--- src/rtl/data_mem_arbiter_if.sv ---
// Bus bundle between two requesters, the arbiter and a single-port data memory.
//   p0_* / p1_* : request side (req, we, addr, wdata in; ack, rdata out)
//   err         : out-of-range flag, valid alongside either ack
//   mem_*       : memory side (read/write strobes, address, write data, read result)
// Modports:
//   slave  - the arbiter's view
//   master - the requester/memory environment's view
interface data_mem_arbiter_if;
    logic        p0_req;
    logic        p0_we;
    logic [31:0] p0_addr;
    logic [31:0] p0_wdata;
    logic        p0_ack;
    logic [31:0] p0_rdata;

    logic        p1_req;
    logic        p1_we;
    logic [31:0] p1_addr;
    logic [31:0] p1_wdata;
    logic        p1_ack;
    logic [31:0] p1_rdata;

    logic        err;

    logic        mem_read;
    logic        mem_write;
    logic [31:0] mem_address;
    logic [31:0] mem_data;
    logic [31:0] mem_result;

    modport slave (
        input  p0_req, p0_we, p0_addr, p0_wdata,
        input  p1_req, p1_we, p1_addr, p1_wdata,
        input  mem_result,
        output p0_ack, p0_rdata, p1_ack, p1_rdata, err,
        output mem_read, mem_write, mem_address, mem_data
    );

    modport master (
        output p0_req, p0_we, p0_addr, p0_wdata,
        output p1_req, p1_we, p1_addr, p1_wdata,
        output mem_result,
        input  p0_ack, p0_rdata, p1_ack, p1_rdata, err,
        input  mem_read, mem_write, mem_address, mem_data
    );
endinterface

--- src/rtl/data_mem_arbiter.sv ---
// Two-port arbiter in front of a single-port data memory.
// Each transaction runs Idle -> Access -> Done -> Idle: the winner's request is latched in Idle,
// the memory is strobed for exactly one Access cycle, and the winner's ack pulses in Done.
// Every output is registered.
// Ports:
//   clk - clock, rising edge
//   rst - asynchronous active-low reset
//   bus - data_mem_arbiter_if.slave (p0/p1 request ports, err, data memory port)
// Parameters:
//   BASE_ADDR - lowest valid byte address
//   MEM_BYTES - memory size in bytes
// Configuration:
//   ARB_ROUND_ROBIN_EN - when defined, simultaneous requests alternate between the ports.
//                        When undefined, port 0 has fixed priority.
module data_mem_arbiter #(
    parameter int unsigned BASE_ADDR = 1024,
    parameter int unsigned MEM_BYTES = 256
) (
    input logic                  clk,
    input logic                  rst,
    data_mem_arbiter_if.slave    bus
);

    localparam logic [31:0] LoAddr = 32'(BASE_ADDR);
    // Highest address at which a full word still fits in the memory
    localparam logic [31:0] HiAddr = 32'(BASE_ADDR + MEM_BYTES - 4);

    typedef enum logic [1:0] {StIdle, StAccess, StDone} state_e;

    state_e      state_q;
    logic        port_q;       // latched winner: 0 = port 0, 1 = port 1
    logic        oor_q;        // latched out-of-range flag
    logic        mem_read_q;
    logic        mem_write_q;
    logic [31:0] mem_address_q;
    logic [31:0] mem_data_q;
    logic        p0_ack_q;
    logic        p1_ack_q;
    logic        err_q;
    logic [31:0] p0_rdata_q;
    logic [31:0] p1_rdata_q;
`ifdef ARB_ROUND_ROBIN_EN
    logic        last_q;       // port granted most recently
`endif

    logic        any_req;
    logic        grant_p1;
    logic        sel_we;
    logic [31:0] sel_addr;
    logic [31:0] sel_wdata;
    logic        sel_oor;

    always_comb begin
        any_req = bus.p0_req | bus.p1_req;
`ifdef ARB_ROUND_ROBIN_EN
        if (bus.p0_req && bus.p1_req) begin
            grant_p1 = ~last_q;
        end else begin
            grant_p1 = bus.p1_req;
        end
`else
        grant_p1 = ~bus.p0_req & bus.p1_req;
`endif
        sel_we    = grant_p1 ? bus.p1_we    : bus.p0_we;
        sel_addr  = grant_p1 ? bus.p1_addr  : bus.p0_addr;
        sel_wdata = grant_p1 ? bus.p1_wdata : bus.p0_wdata;
        sel_oor   = (sel_addr < LoAddr) || (sel_addr > HiAddr);
    end

    // The mem_* registers double as the latched request: they are loaded on entry to Access
    // and cleared on leaving it, so they read as 0 everywhere else.
    always_ff @(posedge clk or negedge rst) begin
        if (!rst) begin
            state_q       <= StIdle;
            port_q        <= 1'b0;
            oor_q         <= 1'b0;
            mem_read_q    <= 1'b0;
            mem_write_q   <= 1'b0;
            mem_address_q <= 32'h0;
            mem_data_q    <= 32'h0;
            p0_ack_q      <= 1'b0;
            p1_ack_q      <= 1'b0;
            err_q         <= 1'b0;
            p0_rdata_q    <= 32'h0;
            p1_rdata_q    <= 32'h0;
`ifdef ARB_ROUND_ROBIN_EN
            last_q        <= 1'b1;
`endif
        end else begin
            case (state_q)
                StIdle: begin
                    if (any_req) begin
                        port_q        <= grant_p1;
                        oor_q         <= sel_oor;
                        mem_read_q    <= ~sel_oor & ~sel_we;
                        mem_write_q   <= ~sel_oor & sel_we;
                        mem_address_q <= sel_addr;
                        mem_data_q    <= sel_wdata;
`ifdef ARB_ROUND_ROBIN_EN
                        last_q        <= grant_p1;
`endif
                        state_q       <= StAccess;
                    end
                end
                StAccess: begin
                    mem_read_q    <= 1'b0;
                    mem_write_q   <= 1'b0;
                    mem_address_q <= 32'h0;
                    mem_data_q    <= 32'h0;
                    // Only the winner's rdata moves; the other port keeps its last value
                    if (port_q) begin
                        p1_rdata_q <= oor_q ? 32'h0 : bus.mem_result;
                    end else begin
                        p0_rdata_q <= oor_q ? 32'h0 : bus.mem_result;
                    end
                    p0_ack_q <= ~port_q;
                    p1_ack_q <= port_q;
                    err_q    <= oor_q;
                    state_q  <= StDone;
                end
                StDone: begin
                    // No arbitration here; pending requests are seen in the next Idle
                    p0_ack_q <= 1'b0;
                    p1_ack_q <= 1'b0;
                    err_q    <= 1'b0;
                    state_q  <= StIdle;
                end
                default: begin
                    state_q <= StIdle;
                end
            endcase
        end
    end

    assign bus.p0_ack      = p0_ack_q;
    assign bus.p1_ack      = p1_ack_q;
    assign bus.p0_rdata    = p0_rdata_q;
    assign bus.p1_rdata    = p1_rdata_q;
    assign bus.err         = err_q;
    assign bus.mem_read    = mem_read_q;
    assign bus.mem_write   = mem_write_q;
    assign bus.mem_address = mem_address_q;
    assign bus.mem_data    = mem_data_q;

endmodule

--- src/flat_wrapper.sv ---
// flat-port wrapper written by rule: the top's interface ports become plain ports
module data_mem_arbiter_flat 
#(
    parameter int unsigned BASE_ADDR = 1024,
    parameter int unsigned MEM_BYTES = 256
)
  (clk, rst, bus_p0_req, bus_p0_we, bus_p0_addr, bus_p0_wdata, bus_p1_req, bus_p1_we, bus_p1_addr, bus_p1_wdata, bus_mem_result, bus_p0_ack, bus_p0_rdata, bus_p1_ack, bus_p1_rdata, bus_err, bus_mem_read, bus_mem_write, bus_mem_address, bus_mem_data);
  data_mem_arbiter_if bus_i ();
  input logic clk;
  input logic rst;
  input wire logic [$bits(bus_i.p0_req)-1:0] bus_p0_req;
  input wire logic [$bits(bus_i.p0_we)-1:0] bus_p0_we;
  input wire logic [$bits(bus_i.p0_addr)-1:0] bus_p0_addr;
  input wire logic [$bits(bus_i.p0_wdata)-1:0] bus_p0_wdata;
  input wire logic [$bits(bus_i.p1_req)-1:0] bus_p1_req;
  input wire logic [$bits(bus_i.p1_we)-1:0] bus_p1_we;
  input wire logic [$bits(bus_i.p1_addr)-1:0] bus_p1_addr;
  input wire logic [$bits(bus_i.p1_wdata)-1:0] bus_p1_wdata;
  input wire logic [$bits(bus_i.mem_result)-1:0] bus_mem_result;
  output wire logic [$bits(bus_i.p0_ack)-1:0] bus_p0_ack;
  output wire logic [$bits(bus_i.p0_rdata)-1:0] bus_p0_rdata;
  output wire logic [$bits(bus_i.p1_ack)-1:0] bus_p1_ack;
  output wire logic [$bits(bus_i.p1_rdata)-1:0] bus_p1_rdata;
  output wire logic [$bits(bus_i.err)-1:0] bus_err;
  output wire logic [$bits(bus_i.mem_read)-1:0] bus_mem_read;
  output wire logic [$bits(bus_i.mem_write)-1:0] bus_mem_write;
  output wire logic [$bits(bus_i.mem_address)-1:0] bus_mem_address;
  output wire logic [$bits(bus_i.mem_data)-1:0] bus_mem_data;
  assign bus_i.p0_req = bus_p0_req;
  assign bus_i.p0_we = bus_p0_we;
  assign bus_i.p0_addr = bus_p0_addr;
  assign bus_i.p0_wdata = bus_p0_wdata;
  assign bus_i.p1_req = bus_p1_req;
  assign bus_i.p1_we = bus_p1_we;
  assign bus_i.p1_addr = bus_p1_addr;
  assign bus_i.p1_wdata = bus_p1_wdata;
  assign bus_i.mem_result = bus_mem_result;
  assign bus_p0_ack = bus_i.p0_ack;
  assign bus_p0_rdata = bus_i.p0_rdata;
  assign bus_p1_ack = bus_i.p1_ack;
  assign bus_p1_rdata = bus_i.p1_rdata;
  assign bus_err = bus_i.err;
  assign bus_mem_read = bus_i.mem_read;
  assign bus_mem_write = bus_i.mem_write;
  assign bus_mem_address = bus_i.mem_address;
  assign bus_mem_data = bus_i.mem_data;
  data_mem_arbiter #(.BASE_ADDR(BASE_ADDR), .MEM_BYTES(MEM_BYTES)) u_core (.clk(clk), .rst(rst), .bus(bus_i));
endmodule
--- config.mk ---
export PLATFORM = sky130hd
export DESIGN_NAME = data_mem_arbiter_flat
export DESIGN_NICKNAME = d
export VERILOG_FILES = /design/src/rtl/data_mem_arbiter_if.sv /design/src/rtl/data_mem_arbiter.sv /design/src/flat_wrapper.sv
export SDC_FILE = /design/constraint.sdc
export NUM_CORES = 1
export LEC_CHECK = 0
export ABC_AREA = 1
export BUFFER_PORTS_ARGS = -buffer_cell sky130_fd_sc_hd__clkbuf_2
export CELL_PAD_IN_SITES_DETAIL_PLACEMENT = 1
export CELL_PAD_IN_SITES_GLOBAL_PLACEMENT = 2
export CORE_ASPECT_RATIO = 1.4
export CORE_UTILIZATION = 25
export DETAILED_ROUTE_END_ITERATION = 10
export PLACE_DENSITY_LB_ADDON = 0.2
export SLEW_MARGIN = 10
export SYNTH_ARGS = -nofsm -noshare
export SYNTH_HDL_FRONTEND = slang
export SYNTH_SLANG_ARGS = --single-unit
--- constraint.sdc ---
create_clock -name clk -period 1.9 [get_ports clk]
set_input_delay 0.285 -clock clk [delete_from_list [all_inputs] [get_ports clk]]
set_output_delay 0.285 -clock clk [all_outputs]
set_load 0.1 [all_outputs]
Yosys cells after proc, flatten, opt, wreduce, memory -nomap -nowiden
Index checks and enable logic that the tools add are counted.
- flip-flop bits (word level): 137
- input bits: 166
- output and inout port bits: 133
- logic and storage cells: 50
- order comparisons: 2
- eq/ne operators: 3
- mux-type cells: 17
- bitwise operators: 8
- reductions and logical operators: 8
- operators with widths (kind ; count):
    $mux 32 ; 5
    $pmux 32 s2 ; 2
    $gt 32x11->1 const B ; 1
    $lt 32x11->1 const B ; 1
    $pmux 1 s2 ; 5
    $reduce_and 2->1 ; 4
    $not 1->1 ; 4
    $pmux 2 s2 ; 1
    $reduce_bool 2->1 ; 2
    $and 1x1->1 ; 3
    $mux 1 ; 3
    $eq 2x1->1 const B ; 1
    $eq 2x2->1 const B ; 1
    $logic_not 2->1 ; 1
    $mux 2 ; 1
    $ne 2x1->1 const B ; 1
    $logic_or 1x1->1 ; 1
    $or 1x1->1 ; 1

Depth between registers and ports, before layout
- depth in word-level cells: 9
- gate-level depth with buffers: 13
- depth with buffers taken out: 11

Worst setup path before layout
Ideal clock, no wire load.
- path type: reg-to-reg
- start: register u_core.state_q[0]
- end: register u_core.mem_address_q[26], in the netlist u_core.bus.mem_address[26]
- setup time: 0.129 ns
- arrival: 1.514 ns
- required time: 1.771 ns
- slack: 0.257 ns
- stages on the path, launching flop included: 12
- buffers on the path: 2
- clock period less this slack: 1.643 ns
- path through: dfrtp_1 inv_1 ha_1 inv_1 nor2_2 inv_1 o21ai_1 inv_1 buf_4 buf_4 nand2_1 o21ai_0
- longest elaborated chain between the ends: 3
- elaborated cells on any way between the ends: 6
- classes of those cells: 2 x eq/ne; 1 x mux; 3 x reduce/logical
- RTL lines (element ; line ; text):
    from (decl) ; data_mem_arbiter.sv:30 ; state_e state_q;
    from (signal assigned) ; data_mem_arbiter.sv:74 ; state_q <= StIdle;
    from (signal assigned) ; data_mem_arbiter.sv:102 ; state_q <= StAccess;
    from (signal assigned) ; data_mem_arbiter.sv:119 ; state_q <= StDone;
    $logic_not 2->1 / $eq 2x1->1 (equally long branches) ; data_mem_arbiter.sv:90 ; case (state_q)
    $ne 2x1->1 (no source line) / $reduce_bool 2->1 (equally long branches) ; -- ;
    $reduce_and 2->1 (no source line) ; -- ;
    to (signal assigned) ; data_mem_arbiter.sv:97 ; mem_address_q <= sel_addr;
    to (decl) ; data_mem_arbiter.sv:35 ; logic [31:0] mem_address_q;
Parallel ways exist; a longest one is shown, timed or not.
A chain may end at the register's enable or synchronous reset.

Worst setup path after layout
- start: register u_core.state_q[0]
- end: register u_core.mem_data_q[6], in the netlist u_core.bus.mem_data[6]
- longest elaborated chain between the ends: 3
- elaborated cells on any way between the ends: 6
- classes of those cells: 2 x eq/ne; 1 x mux; 3 x reduce/logical
- RTL lines (element ; line ; text):
    $logic_not 2->1 / $eq 2x1->1 (equally long branches) ; data_mem_arbiter.sv:90 ;
    $ne 2x1->1 (no source line) / $reduce_bool 2->1 (equally long branches) ; -- ;
    $reduce_and 2->1 (no source line) ; -- ;
    to (signal assigned) ; data_mem_arbiter.sv:98 ; mem_data_q <= sel_wdata;
    to (decl) ; data_mem_arbiter.sv:36 ; logic [31:0] mem_data_q;
Parallel ways exist; a longest one is shown, timed or not.

==> impl_metrics.py <==
metrics = {
    "routing": {
        "totalWireLength_mm": 23.19,
        "route.vias.total": 6153,
        "drtAntennaViolNets": 0,
        "drc_errors": 0,
        "wl_per_cell_um": 16.21,
        "drtPass1Iterations": 4,
        "vias_per_cell": 4.303,
        "drtIter0Drc": 207,
    },
    "sta": {
        "rsz0062_at_grt": "false",
        "fin_crit_sh_pct": 87.65,
        "hold_violations": 0,
        "finalClockSkew_ps": 6.804,
        "slew-limit-headroom_pct": 60.94,
        "setup-tns-final_ps": 0,
        "final_max_slew_viol_count": 0,
        "period_needed_ps": 1665,
        "timing.fmax_ghz": 0.6004,
        "setup_ws_ps": 234.6,
        "worst-slew-pin-transition_ps": 588.3,
        "setup_viol": 0,
    },
    "cells_and_area": {
        "drive_above_1_share_pct": 35.53,
        "fin_util_pct": 35.93,
        "area_delta_synth_final_pct": 40.99,
        "fill_cells": 3137,
        "finalNetCount": 1266,
    },
    "placed_design": {
        "io_buffers": 298,
        "place_ws_ps": 62.54,
        "dpl.hpwl_mm": 17.48,
        "gp_congestion": 0.7427,
    },
    "critical_path": {
        "path_buf_inv": 5,
        "crit_arrival_ps": 1980,
        "cp.required_ps": 2210,
        "cp-start-kind": "flop",
        "slowest_delay_ps": 390,
        "worstPathCellList": "inv_1 -> ha_1 -> inv_1 -> nor2_4 -> inv_1 -> o21ai_1 -> inv_2 -> buf_12 -> nand2_1 -> o31ai_1",
        "cp_slowest_cell": "dfrtp_1",
        "worst-setup-path-type": "flop to flop",
        "path_delay_family": "buffers and inverters",
        "cp-end-kind": "flop",
        "critPathMaxFanout": 28,
        "cp_common_cell": "inv_1",
    },
    "global_route": {
        "first_global_vias": 6489,
        "antenna_found_initial": 0,
        "grt_start_max_net_pins": 49,
        "overflow": 0,
        "grtUsageTotal_pct": 18.23,
        "grt_pass1_wl_mm": 36.02,
    },
    "synthesis": {
        "ys.flop_type": "dfrtp_1",
        "yosysMostFrequentCell": "nand2_1",
        "synthTopCellsByCount": "nand2_1, dfrtp_1, nor2_1",
        "synth_edf_count": 0,
        "yosys_warnings": 0,
        "yosysTopAreaCell": "dfrtp_1",
        "yosys.area.top_type_share_pct": 53.00,
        "syn_nets": 963,
        "ys_types": 22,
        "syn_area_per_cell_um2": 8.147,
        "synthesis.area_um2": 6469,
        "synth_seq_cells": 137,
        "synth.area.top_cells": "dfrtp_1, nand2_1, nor2_1, inv_1, mux2_2",
        "async_reset_ff_share_pct": 100.0,
        "synthCells": 794,
        "ys_seq_area_share_pct": 53.00,
    },
    "clock_network": {
        "numClockSinks": 137,
        "cts_root_buf": "clkbuf_16",
        "numCtsBuffers": 17,
        "htreeDepth": 4,
        "cts_tree": "yes",
        "clock_path_buffers": 2,
        "clkTransAtPathRegs_ps": 60,
        "clock_latency_ps": 430,
    },
    "flow_run": {
        "cap_violations": 0,
    },
    "die": {
        "design.core.area_um2": 25380,
        "dieArea_um2": 26530,
        "ioPinCount": 299,
        "die_w_um": 138.0,
        "start_util_pct": 25.49,
        "die_y_um": 192.3,
        "std_cell_rows": 69,
    },
    "hold_path": {
        "hp-class": "primary input to flop",
    },
    "run_status": {
        "status": "finished clean",
    },
}
worst reg2reg max path: cells and delay by family, from the launching register on:
family                   cells  cell delay [ps]
AO/OA/AOI/OAI                2              160
adder cells (fa/ha/maj)      1              180
buffers and inverters        5              580
flip-flops                   1              390
AND/OR/NAND/NOR              2              250
layout by cell type, fill, tap and decap left out, drive strengths merged:
cell type,instances
clkbuf,320
nand2,275
dfrtp,137
nor2,113
inv,100
o21ai,37
mux2,32
o31ai,32
buf,28
nand3,12
nand3b,7
a21oi,3
ha,3
clkinv,3
bufinv,3
diode,2
clkinvlp,2
a31oi,1
dlygate4sd3,1
registers in the layout, summed over array words and instances (netlist names):
signal	count
u_core.bus.mem_address	32
u_core.oor_q	1
u_core.port_q	1
u_core.bus.p1_rdata	32
u_core.bus.p0_ack	1
u_core.bus.p1_ack	1
u_core.bus.mem_write	1
u_core.state_q	2
u_core.bus.p0_rdata	32
u_core.bus.mem_data	32
u_core.bus.err	1
u_core.bus.mem_read	1
routing by layer:
layer  up-vias  GRT usage, %  share of wire [%]
li1       3032             -                  -
met1      2916         22.16                 42
met2       185         31.12                 51
met3        20         4.439                5.6
met4         0         6.062                1.4
met5         -             0                  0
timing repair:
action,CTS,global route
setup buffers,0,0
hold buffers,1,0
endpoints found under the hold margin,42,0
gates resized for setup,0,1
endpoints found under the setup margin,0,52
final timing paths:
kind,cells after the start,end,slack (ps),start
setup / recovery,10,u_core.bus.mem_data[6],230,u_core.state_q[0]
hold reg to reg,2,u_core.bus.p1_rdata[8],480,u_core.bus.p1_rdata[8]
hold / removal,3,u_core.bus.mem_data[13],140,bus_p1_wdata[13]
max in group asynchronous,3,u_core.bus.p0_ack,940,rst
setup reg to reg,10,u_core.bus.mem_data[6],230,u_core.state_q[0]
min in group asynchronous,2,u_core.bus.p1_rdata[20],380,rst
metrics by stage:
stage / std cells / cell area, um^2 / hold slack (ps)
floorplan: 794 / 6469 / -10.59
global placement: 1396 / 8512 / 290.9
detailed placement: 1396 / 8512 / 284.3
CTS: 1428 / 9110 / 120.8
global route: 1428 / 9115 / 130.0
finish: 1430 / 9120 / 139.6
cell type report:
type                            instances  area (um^2)  share of cell area [%]
Sequential cell                       137         3428                   37.59
Multi-Input combinational cell        515         2451                   26.88
Timing Repair Buffer                  326         1873                   20.54
Clock buffer                           23        467.9                   5.131
Tap cell                              319        399.1                   4.376
Inverter                              100        375.4                   4.116
Clock inverter                          8        120.1                   1.317
Antenna cell                            2        5.005                 0.05488
cell families (layout without fill, tap and decap cells):
group	count (synthesis)	after routing	share of synthesized area, %
compound gates	73	73	6.905
simple gates	407	407	24.60
fa+ha+maj	3	3	0.5803
buf+inv	142	457	9.342
flops	137	137	53.00
other cells	0	2	0
mux	32	32	5.571
Power is left out: the tool's default activity adds up to more than one toggle a clock period on the data nets, which glitch-free logic cannot reach.
